===== src/rtl/noc_endpoint_ni.sv =====
// noc_endpoint_ni
// Network interface between a traffic-generating processing element (PE) and
// its router port.
//
// Injection path: PE requests are queued in a small FIFO. The head flit is
// sent to the router only when the credit counter of its VC is non-zero.
// Order is strict, so a credit-starved head blocks every flit behind it.
//
// Ejection path: router flits are buffered. They are handed to the PE with a
// valid/ready handshake, and one credit is returned per consumed flit.
//
// Ports
//   clk, rst_n                      clock (rising edge), async active-low reset
//   req_valid / req_ready           PE injection handshake (ready = FIFO not full)
//   req_tail/dest/vc/data           injected flit fields
//   flit_out                        registered flit to router {valid,tail,dest,vc,data}
//   credit_in                       {valid, vc} credit from router
//   flit_in                         flit from router, MSB = valid
//   credit_out                      registered {valid, vc} credit to router
//   ej_valid / ej_ready             PE ejection handshake
//   ej_tail/dest/vc/data            head of ejection FIFO (zero when empty)
//   credit_err                      sticky: credit returned to a full counter
//   ej_overflow                     sticky: flit dropped on a full ejection FIFO
module noc_endpoint_ni #(
  parameter int NUM_VCS           = 2,
  parameter int FLIT_DATA_WIDTH   = 32,
  parameter int DEST_BITS         = 4,
  parameter int FLIT_BUFFER_DEPTH = 8,
  parameter int INJ_DEPTH         = 4,
  localparam int VC_BITS          = (NUM_VCS > 1) ? $clog2(NUM_VCS) : 1,
  localparam int FLIT_W           = 2 + FLIT_DATA_WIDTH + DEST_BITS + VC_BITS
) (
  input  logic                       clk,
  input  logic                       rst_n,
  input  logic                       req_valid,
  output logic                       req_ready,
  input  logic                       req_tail,
  input  logic [DEST_BITS-1:0]       req_dest,
  input  logic [VC_BITS-1:0]         req_vc,
  input  logic [FLIT_DATA_WIDTH-1:0] req_data,
  output logic [FLIT_W-1:0]          flit_out,
  input  logic [VC_BITS:0]           credit_in,
  input  logic [FLIT_W-1:0]          flit_in,
  output logic [VC_BITS:0]           credit_out,
  output logic                       ej_valid,
  input  logic                       ej_ready,
  output logic                       ej_tail,
  output logic [DEST_BITS-1:0]       ej_dest,
  output logic [VC_BITS-1:0]         ej_vc,
  output logic [FLIT_DATA_WIDTH-1:0] ej_data,
  output logic                       credit_err,
  output logic                       ej_overflow
);

  localparam int ENTRY_W  = FLIT_W - 1;  // {tail, dest, vc, data}
  localparam int CNT_W    = $clog2(FLIT_BUFFER_DEPTH + 1);
  localparam int EJ_DEPTH = NUM_VCS * FLIT_BUFFER_DEPTH;
  localparam int IPW      = (INJ_DEPTH > 1) ? $clog2(INJ_DEPTH) : 1;
  localparam int EPW      = (EJ_DEPTH > 1) ? $clog2(EJ_DEPTH) : 1;
  localparam int ICW      = $clog2(INJ_DEPTH + 1);
  localparam int ECW      = $clog2(EJ_DEPTH + 1);
  localparam logic [CNT_W-1:0] CNT_MAX = CNT_W'(FLIT_BUFFER_DEPTH);

  // Pointer advance with explicit wrap, so non power-of-2 depths also work.
  function automatic logic [IPW-1:0] inj_ptr_inc(input logic [IPW-1:0] p);
    return (p == IPW'(INJ_DEPTH - 1)) ? {IPW{1'b0}} : p + IPW'(1'b1);
  endfunction

  function automatic logic [EPW-1:0] ej_ptr_inc(input logic [EPW-1:0] p);
    return (p == EPW'(EJ_DEPTH - 1)) ? {EPW{1'b0}} : p + EPW'(1'b1);
  endfunction

  // Injection FIFO state
  logic [ENTRY_W-1:0] inj_mem_q [INJ_DEPTH];
  logic [IPW-1:0]     inj_wr_q, inj_wr_d, inj_rd_q, inj_rd_d;
  logic [ICW-1:0]     inj_cnt_q, inj_cnt_d;
  logic               inj_full_s, inj_empty_s, inj_push_s, inj_pop_s;
  logic [ENTRY_W-1:0] inj_head_s;
  logic [VC_BITS-1:0] head_vc_s;

  // Credit state
  logic [CNT_W-1:0]   cnt_credit_q [NUM_VCS];
  logic [CNT_W-1:0]   cnt_credit_d [NUM_VCS];
  logic [NUM_VCS-1:0] send_hit_s, ret_hit_s;
  logic               credit_err_q, credit_err_d;
  logic [FLIT_W-1:0]  flit_out_q, flit_out_d;

  // Ejection FIFO state
  logic [ENTRY_W-1:0] ej_mem_q [EJ_DEPTH];
  logic [EPW-1:0]     ej_wr_q, ej_wr_d, ej_rd_q, ej_rd_d;
  logic [ECW-1:0]     ej_cnt_q, ej_cnt_d;
  logic               ej_full_s, ej_in_valid_s, ej_push_s, ej_pop_s;
  logic [ENTRY_W-1:0] ej_head_s;
  logic               ej_overflow_q, ej_overflow_d;
  logic [VC_BITS:0]   credit_out_q, credit_out_d;

  assign inj_full_s  = (inj_cnt_q == ICW'(INJ_DEPTH));
  assign inj_empty_s = (inj_cnt_q == {ICW{1'b0}});
  assign req_ready   = !inj_full_s;
  assign inj_push_s  = req_valid && !inj_full_s;
  assign inj_head_s  = inj_mem_q[inj_rd_q];
  assign head_vc_s   = inj_head_s[FLIT_DATA_WIDTH +: VC_BITS];
  // Sending is gated on credit, so a counter can never underflow.
  assign inj_pop_s   = !inj_empty_s && (cnt_credit_q[head_vc_s] != {CNT_W{1'b0}});

  assign ej_full_s     = (ej_cnt_q == ECW'(EJ_DEPTH));
  assign ej_valid      = (ej_cnt_q != {ECW{1'b0}});
  assign ej_pop_s      = ej_valid && ej_ready;
  assign ej_in_valid_s = flit_in[FLIT_W-1];
  // A pop in the same cycle frees a slot, so a full FIFO can still accept.
  assign ej_push_s     = ej_in_valid_s && (!ej_full_s || ej_pop_s);
  assign ej_head_s     = ej_valid ? ej_mem_q[ej_rd_q] : {ENTRY_W{1'b0}};
  assign {ej_tail, ej_dest, ej_vc, ej_data} = ej_head_s;

  assign flit_out    = flit_out_q;
  assign credit_out  = credit_out_q;
  assign credit_err  = credit_err_q;
  assign ej_overflow = ej_overflow_q;

  // Injection FIFO pointer/count next state and the outgoing flit register input.
  always_comb begin
    inj_wr_d   = inj_wr_q;
    inj_rd_d   = inj_rd_q;
    inj_cnt_d  = inj_cnt_q;
    flit_out_d = {FLIT_W{1'b0}};
    if (inj_push_s) begin
      inj_wr_d = inj_ptr_inc(inj_wr_q);
    end else begin
      inj_wr_d = inj_wr_q;
    end
    if (inj_pop_s) begin
      inj_rd_d   = inj_ptr_inc(inj_rd_q);
      flit_out_d = {1'b1, inj_head_s};
    end else begin
      inj_rd_d   = inj_rd_q;
      flit_out_d = {FLIT_W{1'b0}};
    end
    case ({inj_push_s, inj_pop_s})
      2'b10:   inj_cnt_d = inj_cnt_q + ICW'(1'b1);
      2'b01:   inj_cnt_d = inj_cnt_q - ICW'(1'b1);
      default: inj_cnt_d = inj_cnt_q;
    endcase
  end

  // Per-VC decode of this cycle's send and credit return.
  always_comb begin
    send_hit_s = {NUM_VCS{1'b0}};
    ret_hit_s  = {NUM_VCS{1'b0}};
    for (int v = 0; v < NUM_VCS; v++) begin
      send_hit_s[v] = inj_pop_s && (head_vc_s == VC_BITS'(v));
      ret_hit_s[v]  = credit_in[VC_BITS] && (credit_in[VC_BITS-1:0] == VC_BITS'(v));
    end
  end

  // Credit counters: a send and a return on the same VC cancel out; a return to a full counter is an error.
  always_comb begin
    cnt_credit_d = cnt_credit_q;
    credit_err_d = credit_err_q;
    for (int v = 0; v < NUM_VCS; v++) begin
      if (send_hit_s[v] && ret_hit_s[v]) begin
        cnt_credit_d[v] = cnt_credit_q[v];
      end else if (send_hit_s[v]) begin
        cnt_credit_d[v] = cnt_credit_q[v] - CNT_W'(1'b1);
      end else if (ret_hit_s[v]) begin
        if (cnt_credit_q[v] == CNT_MAX) begin
          cnt_credit_d[v] = cnt_credit_q[v];
          credit_err_d    = 1'b1;
        end else begin
          cnt_credit_d[v] = cnt_credit_q[v] + CNT_W'(1'b1);
        end
      end else begin
        cnt_credit_d[v] = cnt_credit_q[v];
      end
    end
  end

  // Ejection FIFO pointer/count next state, returned credit and overflow flag.
  always_comb begin
    ej_wr_d       = ej_wr_q;
    ej_rd_d       = ej_rd_q;
    ej_cnt_d      = ej_cnt_q;
    credit_out_d  = {(VC_BITS + 1){1'b0}};
    ej_overflow_d = ej_overflow_q;
    if (ej_push_s) begin
      ej_wr_d = ej_ptr_inc(ej_wr_q);
    end else begin
      ej_wr_d = ej_wr_q;
    end
    if (ej_pop_s) begin
      ej_rd_d      = ej_ptr_inc(ej_rd_q);
      credit_out_d = {1'b1, ej_head_s[FLIT_DATA_WIDTH +: VC_BITS]};
    end else begin
      ej_rd_d      = ej_rd_q;
      credit_out_d = {(VC_BITS + 1){1'b0}};
    end
    if (ej_in_valid_s && ej_full_s && !ej_pop_s) begin
      ej_overflow_d = 1'b1;
    end else begin
      ej_overflow_d = ej_overflow_q;
    end
    case ({ej_push_s, ej_pop_s})
      2'b10:   ej_cnt_d = ej_cnt_q + ECW'(1'b1);
      2'b01:   ej_cnt_d = ej_cnt_q - ECW'(1'b1);
      default: ej_cnt_d = ej_cnt_q;
    endcase
  end

  // FIFO storage; contents need no reset because the pointers define validity.
  always_ff @(posedge clk) begin
    if (inj_push_s) begin
      inj_mem_q[inj_wr_q] <= {req_tail, req_dest, req_vc, req_data};
    end
    if (ej_push_s) begin
      ej_mem_q[ej_wr_q] <= flit_in[FLIT_W-2:0];
    end
  end

  // Control and output registers.
  always_ff @(posedge clk or negedge rst_n) begin
    if (!rst_n) begin
      inj_wr_q      <= {IPW{1'b0}};
      inj_rd_q      <= {IPW{1'b0}};
      inj_cnt_q     <= {ICW{1'b0}};
      ej_wr_q       <= {EPW{1'b0}};
      ej_rd_q       <= {EPW{1'b0}};
      ej_cnt_q      <= {ECW{1'b0}};
      for (int v = 0; v < NUM_VCS; v++) begin
        cnt_credit_q[v] <= CNT_MAX;
      end
      credit_err_q  <= 1'b0;
      ej_overflow_q <= 1'b0;
      flit_out_q    <= {FLIT_W{1'b0}};
      credit_out_q  <= {(VC_BITS + 1){1'b0}};
    end else begin
      inj_wr_q      <= inj_wr_d;
      inj_rd_q      <= inj_rd_d;
      inj_cnt_q     <= inj_cnt_d;
      ej_wr_q       <= ej_wr_d;
      ej_rd_q       <= ej_rd_d;
      ej_cnt_q      <= ej_cnt_d;
      cnt_credit_q  <= cnt_credit_d;
      credit_err_q  <= credit_err_d;
      ej_overflow_q <= ej_overflow_d;
      flit_out_q    <= flit_out_d;
      credit_out_q  <= credit_out_d;
    end
  end

endmodule

===== config.mk =====
export PLATFORM = sky130hd
export DESIGN_NAME = noc_endpoint_ni
export DESIGN_NICKNAME = d
export VERILOG_FILES = /design/src/rtl/noc_endpoint_ni.sv
export SDC_FILE = /design/constraint.sdc
export NUM_CORES = 1
export LEC_CHECK = 0
export CORE_MARGIN = 2
export CORE_UTILIZATION = 60
export DETAILED_ROUTE_END_ITERATION = 6
export PLACE_DENSITY = 0.85
export SLEW_MARGIN = 20
export SYNTH_ARGS = -nofsm -noshare
export SYNTH_HDL_FRONTEND = slang
export SYNTH_SLANG_ARGS = --single-unit
export TNS_END_PERCENT = 30

===== constraint.sdc =====
create_clock -name clk -period 5 [get_ports clk]
set_clock_uncertainty 0.1 [all_clocks]
set_input_delay 1 -clock clk [delete_from_list [all_inputs] [get_ports clk]]
set_output_delay 1 -clock clk [all_outputs]
set_load 0.05 [all_outputs]

# Yosys cells after proc, flatten, opt, wreduce, memory -nomap -nowiden
# Memory sizes are Yosys's and may differ from the RTL's.
# Index checks and enable logic that the tools add are counted.
# W data, S select, Z words.
word_totals:
  input_bits: 83
  n_memories: 2
  ram_bits: 760
  register_bits: 71
  elab_cells: 102
memory_table:
  columns: ["memory", "depth", "word_bits", "read_ports", "rd_ports_with_merged_regs", "wr", "line", "source"]
  rows:
  - ["ej_mem_q", 16, 38, 1, 0, 1, "89", "logic [ENTRY_W-1:0] ej_mem_q [EJ_DEPTH];"]
  - ["inj_mem_q", 4, 38, 1, 0, 1, "74", "logic [ENTRY_W-1:0] inj_mem_q [INJ_DEPTH];"]
classes:
  n_lt_le_gt_ge: 1
  mux: 30
  bitwise_logic: 5
  eq_ne: 14
  n_addsub: 12
  reduce_logical: 26
op_table:
  columns: ["operator", "count"]
  rows:
  - ["$mux W4", 11]
  - ["$mux W39", 1]
  - ["$mux W38", 1]
  - ["$add A4 B1 Y4 const B", 4]
  - ["$eq A4 B4 Y1 const B", 4]
  - ["$logic_and A1 B1 Y1", 12]
  - ["$mux W1", 12]
  - ["$pmux W5 S2", 1]
  - ["$eq A2 B2 Y1 const B", 4]
  - ["$reduce_bool A2 Y1", 4]
  - ["$sub A4 B1 Y4 const B", 2]
  - ["$mux W2", 3]
  - ["$pmux W3 S2", 1]
  - ["$reduce_and A3 Y1", 2]
  - ["$add A5 B1 Y5 const B", 1]
  - ["$eq A5 B5 Y1 const B", 1]
  - ["$reduce_bool A5 Y1", 1]
  - ["$sub A5 B1 Y5 const B", 1]
  - ["$add A2 B1 Y2 const B", 2]
  - ["$eq A2 B1 Y1 const B", 2]
  - ["$logic_not A1 Y1", 4]
  - ["$ne A2 B2 Y1 const B", 2]
  - ["$not A1 Y1", 4]
  - ["$reduce_bool A4 Y1", 1]
  - ["other kinds (7)", 7]

# Longest topological paths before layout
# Gate-level depths: netlist (run 1).
# An unclocked memory read counts as a cell.
depth:
  word_depth: 14
  mapped_depth: 13
  depth_no_buf: 11

# Least setup slack after synthesis (run 1)
# Ideal clock, no wire load.
synth_timing:
  path_type: "input to register"
  start: "input port ej_ready"
  end: "memory ej_mem_q[3][0] in the netlist's numbering, enable pin"
  path_slack_ns: 0.185
  t_required_ns: 4.419
  stages: 5
  t_arrival_ns: 4.234
  setup_time_ns: 0.481
  path_cell_list: "nand3b_1 > and2_1 > clkbuf_1 > nand2_1 > nor3_1"
synth_via:
  elab_chain_len: 5
synth_lines:
  columns: ["item", "line", "source"]
  rows:
  - ["start: declaration", "46", "input logic ej_ready,"]
  - ["$logic_and A1 B1 Y1", "108", "assign ej_pop_s = ej_valid && ej_ready;"]
  - ["$logic_or A1 B1 Y1", "111", "assign ej_push_s = ej_in_valid_s && (!ej_full_s || ej_pop_s);"]
  - ["$logic_and A1 B1 Y1", "111", null]
  - ["$mux W1", "213", "if (ej_push_s) begin"]
  - ["$mux W1 (not written as such)", "214", "ej_mem_q[ej_wr_q] <= flit_in[FLIT_W-2:0];"]
  - ["end: declaration", "89", null]
# Every way passes these cells.

# Worst setup path after layout (run 1)
layout_timing:
  start: "register ej_cnt_q[0]"
  end: "output port ej_dest[2]"
layout_via:
  elab_chain_len: 2
layout_lines:
  columns: ["item", "line", "source"]
  rows:
  - ["start: declaration", "91", "logic [ECW-1:0] ej_cnt_q, ej_cnt_d;"]
  - ["start signal: assignment", "226", "ej_cnt_q <= {ECW{1'b0}};"]
  - ["start signal: assignment", "240", "ej_cnt_q <= ej_cnt_d;"]
  - ["$reduce_bool A5 Y1", "107", "assign ej_valid = (ej_cnt_q != {ECW{1'b0}});"]
  - ["$mux W38", "112", "assign ej_head_s = ej_valid ? ej_mem_q[ej_rd_q] : {ENTRY_W{1'b0}};"]
  - ["end: declaration", "48", "output logic [DEST_BITS-1:0] ej_dest,"]
# Every way passes these cells.

==> qor.txt, run 1 <==
CTS tree - yes
H-tree Lvls - 3
Pre-Repair DR Iteration Count - 5
I/O pin total - 166
Final min period - 4723 ps
Main area contributors after synthesis - edfxtp_1 72%, mux4_2 14%, dfrtp_1 5.5%
CP Max Fanout - 23
Worst Tran Pin Value - 1098 ps
Adder-cell area share of the yosys netlist - 0.7997%
Largest family of logic cells by synthesized area - multiplexers
CP Data Required Time - 3900 ps
Chip height - 233.5 um
VDD IR max - 434.3 uV
Maximum clock frequency - 211.7 MHz
Antenna Nets Post-Route - 0
GRT Total Usage - 27.67%
TritonCTS buffer count - 81
# fillers - 2853
Synth Area in Compound Gates - 1.504%
Async S/R FF share, synth - 8.544%
Share of the synthesized area in the top cell type - 72.21%
Antenna violations before repair - 6
Total number of vias - 15714
Most frequent cells in the layout - 760 x edfxtp_1, 190 x mux4_2, 164 x clkdlybuf4s50_1
Reg2reg end - ej_cnt_q[4]$_DFFE_PN0P_
Initial core utilization - 60.38%
Max-Cap Viols - 0
CTS Hold Bufs - 0
Synth Register Bits - 831
NetSw - 0.008192 W
First-pass GRT wire length - 108.3 mm
Final Setup Violations - 0
Vias in the first global route - 16513
Mux share of post-synthesis cell area - 16.19%
Clk pwr share - 26.5%
Mapped cell area - 31600 sq um
Mapped Cells - 1425
Predominant post-synthesis flop cell - edfxtp_1
Grt ovf - 0
Final HPWL from detailed placement - 35.82 mm
Setup CP Type - flop to output port
Sequential area share after synthesis - 77.84%
Synth-to-Final Area Change - 17.79%
Drc violations - 0
Vias per inst - 6.553
GP Congestion - 0.7894
Cell Pwr Density - 640.3 nW/um^2
DRT iter0 DRCs - 2066
Gate power share - 34.8%
Clk sinks - 831
Post-synth EDFFs - 760
P_int - 0.01565 W
Status - completed
Drt total wl - 73.10 mm
Setup TNS - 0 ps
Synth area leader - edfxtp_1
Syn_area_per_cell - 22.18 sq um
Startpoint types - flop
Worst Hold Class - primary input to asynchronous set/reset pin
Leakage power - 12.30 nW
Share of cells above drive strength 1 - 22.63%
Layout Cells excl Fill - 2398
Synthesis Warnings - 0
Max Slew Vio Count - 0
Reg-to-reg critical path startpoint - ej_cnt_q[0]$_DFFE_PN0P_
Core region area - 52340 sq um
Buffers added on ports - 165
Deepest clock path buffer count - 3
XOR/XNOR share of the synthesized area - 0.3603%
Die area - 54520 sq um
Placed cells - 2244
Clock Latency Late Sink - 640 ps
Flop-to-flop setup slack - 1660 ps
RSZ-0062 raised after global routing - false
Largest net degree at the start of global routing - 72
Std cell rows - 84
Switching share of total power - 34.37%
Critical Path End Type - output port
Synth cell types - 47
Clock slew at reported path FFs - 60 ps
Final nets - 1742
Wire length per cell - 30.48 um
Syn Nets - 1527
Sequential power share - 38.7%
R2R depth - 11
Slew HR - 26.79%
Post-Synth Simple-Gate Area - 2.197%
Final Hold Vio Count - 0
Final period util - 94.46%
Critical path arrival - 3620 ps
Die Wd - 233.5 um
Clk root buf - clkbuf_16
Commonest non-fill, non-tap cell in the layout - edfxtp_1
-- layer usage --
layer | track usage [%] | vias up | share of wire, %
li1 | - | 6325 | -
met1 | 36.03 | 8186 | 35
met2 | 46.00 | 1031 | 52
met3 | 5.371 | 168 | 9.4
met4 | 12.22 | 4 | 3.6
met5 | 0 | - | 0.034
-- state kept, by name, summed over array words and instances (netlist names) --
signal	flops
ej_mem_q	608
inj_mem_q	152
flit_out	39
cnt_credit_q	8
ej_cnt_q	5
ej_rd_q	4
ej_wr_q	4
inj_cnt_q	3
credit_out	2
inj_rd_q	2
inj_wr_q	2
credit_err	1
ej_overflow	1
-- critical path: stages (launching register included) --
cell and delay, ps:
dfrtp_1 440, nor4_1 480, nand2b_1 330, nand2b_4 480, buf_4 340, o22ai_1 170, clkdlybuf4s50_1 750
-- cell families (layout without fill, tap and decap cells) --
| logic type | after synthesis | after routing |
|---|---|---|
| flip-flops | 831 | 831 |
| multiplexers | 273 | 273 |
| AND/OR/NAND/NOR | 130 | 130 |
| buffers and inverters | 84 | 365 |
| AO/OA/AOI/OAI | 75 | 75 |
| adder cells (fa/ha/maj) | 19 | 19 |
| XOR/XNOR | 13 | 13 |
| other | 0 | 4 |
-- timing repair --
action | 4_1_cts | 5_1_grt
setup buffers | 0 | 1
endpoints found under the setup margin | 0 | 9
resized for setup | 0 | 2
-- metrics by stage --
| step | instance area (sq um) | setup WS [ps] | power, W | hold WS (ps) | utilization, % |
|---|---|---|---|---|---|
| 2_1_floorplan | 31600 | 185.0 | 0.01483 | 354.9 | - |
| 3_3_place_gp | 34440 | 862.8 | 0.01716 | 376.6 | 65.79 |
| 3_5_place_dp | 34440 | 793.6 | 0.01740 | 384.7 | 65.79 |
| 4_1_cts | 37180 | 80.06 | 0.02393 | 405.9 | 71.04 |
| 5_1_grt | 37230 | 168.7 | 0.02466 | 340.4 | 71.13 |
| 6_report | 37230 | 277.2 | 0.02384 | 292.3 | 71.13 |
-- final cells by class --
cell class / count / area (sq um) / share of cell area, %
antenna: 4 / 10.01 / 0.02689
clock buffer: 104 / 2226 / 5.979
clock inverter: 45 / 521.8 / 1.402
inverter: 13 / 48.80 / 0.1311
multi-input combinational: 510 / 6783 / 18.22
sequential: 831 / 24610 / 66.12
tap: 688 / 860.8 / 2.312
timing repair buffer: 203 / 2163 / 5.811
-- power by group through the flow --
stage / logic, W / registers (W) / clock network (W)
floorplan: 0.00535 / 0.00948 / 0
global placement: 0.00790 / 0.00926 / 0
detailed placement: 0.00807 / 0.00933 / 0
CTS: 0.00829 / 0.00925 / 0.00639
global route: 0.00874 / 0.00929 / 0.00662
finish: 0.00830 / 0.00922 / 0.00632
-- synth_stat cells, drive strengths merged, types with 7 or more instances --
library cell and n:
a21o 7, buf 35, clkbuf 36, dfrtp 69, edfxtp 760, ha 17
inv 13, mux2i 77, mux4 190, nand2 25, nand3 8, nor2 20
nor2b 41, nor3 15, o21ai 14, o22ai 37, xnor2 7
-- worst max-delay path by stage --
stage,start,endpoint,slack [ps],cells after the start
2_1_floorplan,ej_ready,ej_mem_q[3][0]$_DFFE_PP_,190,5
3_3_place_gp,ej_cnt_q[0]$_DFFE_PN0P_,ej_dest[2],860,6
3_5_place_dp,ej_cnt_q[1]$_DFFE_PN0P_,ej_dest[2],790,6
4_1_cts,ej_cnt_q[0]$_DFFE_PN0P_,ej_data[2],80,6
5_1_grt,ej_cnt_q[0]$_DFFE_PN0P_,ej_dest[2],170,6
6_report,ej_cnt_q[0]$_DFFE_PN0P_,ej_dest[2],280,6
No activity file was read; power rests on OpenSTA's default activity.
==> run 2, diff against run 1 <==
Settings changed: ABC_AREA from default to 1, SLEW_MARGIN 20 to 0.
==> run 2 against run 1 <==
Setup slack got worse by 180 ps. Synthesized area up 3.3%. Largest power group is now combinational logic. Via count is 33% higher. Die area increased by 3.2%. Power increased by 7.1%. Clock power is 7.0% lower. Worst hold slack gained 50 ps. Core utilization decreased by 0.48 points. Register-to-register slack got worse by 170 ps. Combinational power up 24%. Non-clock buffer count increased by 8. Flip-flop and latch count is the same. Critical endpoint is now ej_vc.
==> qor.txt, run 2 <==
Status - completed
Clock slew at reported path FFs - 60 ps (about the same)
Most frequent cell after synthesis - edfxtp_1
Syn_area_per_cell - 13.50 sq um (-39%)
Commonest non-fill, non-tap cell in the layout - edfxtp_1
CP Max Fanout - 46 (+100%)
Critical Path End Type - output port
Max-Cap Viols - 0 (unchanged)
Hold Worst Slack - 342.5 ps (+50.24 ps)
Crit path buffers/inverters - 3 (+1)
CP peak stage delay - 950 ps (+200 ps)
DRT iter0 DRCs - 2735 (+32%)
Syn Nets - 2520 (+65%)
Clk sinks - 831 (unchanged)
Sequential area share after synthesis - 75.37% (-2.5 points)
Wire length per cell - 23.57 um (-23%)
Antenna violations before repair - 3 (-3)
Final HPWL from detailed placement - 42.72 mm (+19%)
Final nets - 2666 (+53%)
Commonest cells post-synth - 760 x edfxtp_1, 551 x nor2_1, 276 x o21ai_0
Vias in the first global route - 21289 (+29%)
CTS Hold Bufs - 0 (unchanged)
GP Congestion - 0.8253 (+4.5%)
H-tree Lvls - 3 (unchanged)
Predominant post-synthesis flop cell - edfxtp_1
Crit-path leading delay family - buffers and inverters
Critical path arrival - 3810 ps (+190 ps)
Stages on the worst setup path - 8 (+2)
Startpoint types - flop
Setup CP Type - flop to output port
Post-CTS Setup Repair Bufs - 0 (unchanged)
Drt total wl - 78.46 mm (+7.3%)
Utilization after layout - 70.65% (-0.48 points)
Total number of vias - 20969 (+33%)
Mapped cell area - 32640 sq um (+3.3%)
Leakage power - 12.98 nW (+5.5%)
Cell Pwr Density - 671.5 nW/um^2 (+4.9%)
Setup TNS - 0 ps (unchanged)
TritonCTS buffer count - 81 (unchanged)
Reg area - 24610 sq um (about the same)
Clock Latency Late Sink - 630 ps (about the same)
Slew HR - 14.43% (-12 points)
Async S/R FF share, synth - 8.544% (unchanged)
Synth area leader - edfxtp_1
Mapped Cells - 2418 (+70%)
Slowest cell on the critical path - inv_1
Worst Hold Class - primary input to asynchronous set/reset pin
CP Data Required Time - 3900 ps (about the same)
# resized after CTS - 0 (unchanged)
Worst Tran Pin Value - 1284 ps (+185.4 ps)
Critical path, cell by cell - buf_4 > inv_1 > o211ai_1 > nand3_1 > nand2_1 > a21oi_1 > nor2_1 > buf_12
Final Setup Violations - 0 (unchanged)
Maximum clock frequency - 203.8 MHz (-3.7%)
Grt ovf - 0 (unchanged)
I/O pin total - 166 (unchanged)
Drc violations - 0 (unchanged)
Vias per inst - 6.299 (-3.9%)
Max Slew Vio Count - 0 (unchanged)
Placed cells - 3177 (+42%)
R2R depth - 12 (+1)
Multi-input gate area - 7204 sq um (+6.2%)
Max reg flops - 608 (unchanged)
Buffers added on ports - 165 (unchanged)
Synth-to-Final Area Change - 16.48%
Final period util - 98.13% (+3.7 points)
Std cell rows - 85 (+1.2%)
Antenna Nets Post-Route - 0 (unchanged)
RSZ-0062 raised after global routing - false
VDD IR max - 579.6 uV (+33%)
Pre-Repair DR Iteration Count - 5 (unchanged)
Initial core utilization - 60.66% (+0.27 points)
Largest net degree at the start of global routing - 136 (+89%)
Die Wd - 237.2 um (+1.6%)
Synthesis Warnings - 0 (unchanged)
Main area contributors after synthesis - edfxtp_1 70%, nor2_1 6.3%, dfrtp_1 5.3%
Layout Cells excl Fill - 3329 (+39%)
Synth Register Bits - 831 (unchanged)
Deepest clock path buffer count - 3 (unchanged)
CTS tree - yes
Share of cells above drive strength 1 - 9.350% (-13 points)
GRT Total Usage - 27.82% (+0.16 points)
# fillers - 3139 (+10%)
Most frequent cells in the layout - 760 x edfxtp_1, 529 x nor2_1, 276 x o21ai_0
Core region area - 53810 sq um (+2.8%)
Final min period - 4907 ps (+183.7 ps)
Final Hold Vio Count - 0 (unchanged)
Clk root buf - clkbuf_16
Post-synth EDFFs - 760 (unchanged)
Die area - 56280 sq um (+3.2%)
Share of the synthesized area in the top cell type - 69.92% (-2.3 points)
Chip height - 237.2 um (+1.6%)
Most flops, register - ej_mem_q
First-pass GRT wire length - 119.1 mm (+10%)
Synth cell types - 43 (-8.5%)
[run 2: area by class of cell]
| class | instances | share of cell area [%] |
|---|---|---|
| antenna | 2 | 0.01316 |
| clock buffer | 105 | 5.677 |
| clock inverter | 45 | 0.9906 |
| inverter | 73 | 0.7339 |
| multi-input combinational | 1366 | 18.95 |
| sequential | 831 | 64.74 |
| tap | 696 | 2.291 |
| timing repair buffer | 211 | 6.608 |
[run 2: worst paths after layout]
path / start / to / slack (ps)
min in group clk: cnt_credit_q[7]$_DFFE_PN1P_ / cnt_credit_q[7]$_DFFE_PN1P_ / 360
worst max-delay path: ej_rd_q[2]$_DFFE_PN0N_ / ej_vc / 90
max in group asynchronous: rst_n / cnt_credit_q[7]$_DFFE_PN1P_ / 3590
worst max register to register: inj_rd_q[0]$_DFFE_PN0P_ / inj_cnt_q[2]$_DFFE_PN0P_ / 1490
worst min-delay path: rst_n / flit_out[23]$_DFF_PN0_ / 340
worst min register to register: cnt_credit_q[7]$_DFFE_PN1P_ / cnt_credit_q[7]$_DFFE_PN1P_ / 360
[run 2: kinds of logic (layout without fill, tap and decap cells)]
| family | after synthesis | count (layout) | share of synthesized area [%] |
|---|---|---|---|
| other | 0 | 2 | 0 |
| and+or+nand+nor | 755 | 755 | 9.085 |
| muxes | 47 | 47 | 1.441 |
| AOI/OAI and AO/OA | 531 | 531 | 9.890 |
| DFF | 831 | 831 | 75.37 |
| buffers and inverters | 221 | 434 | 3.067 |
| adders and majority gates | 19 | 19 | 0.7743 |
| xor gates and xnor gates | 14 | 14 | 0.3757 |
[run 2: routing by layer]
metal | up-vias | wire length, um | track usage (%) | share of wire, %
met5 | - | 12 | 0 | 0.015
met4 | 2 | 3628 | 13.84 | 4.6
met3 | 268 | 7193 | 5.621 | 9.2
met2 | 1342 | 39260 | 46.41 | 50
met1 | 10216 | 28360 | 35.09 | 36
li1 | 9141 | - | - | -
[run 2: stage by stage]
stage          cell area (sq um)  power [W]  worst slack, ps
5_1_grt                    38020    0.02654            87.42
3_3_place_gp               35480    0.01915            883.3
4_1_cts                    38010    0.02547            154.9
2_1_floorplan              32640    0.01560             1167
6_report                   38020    0.02553            93.47
3_5_place_dp               35480    0.01955            846.6
[run 2: power by group]
group / internal (W) / switching [W]
sequential: 0.00864 / 0.000683
combinational: 0.00357 / 0.00676
clock: 0.00328 / 0.00260
total: 0.0155 / 0.0100
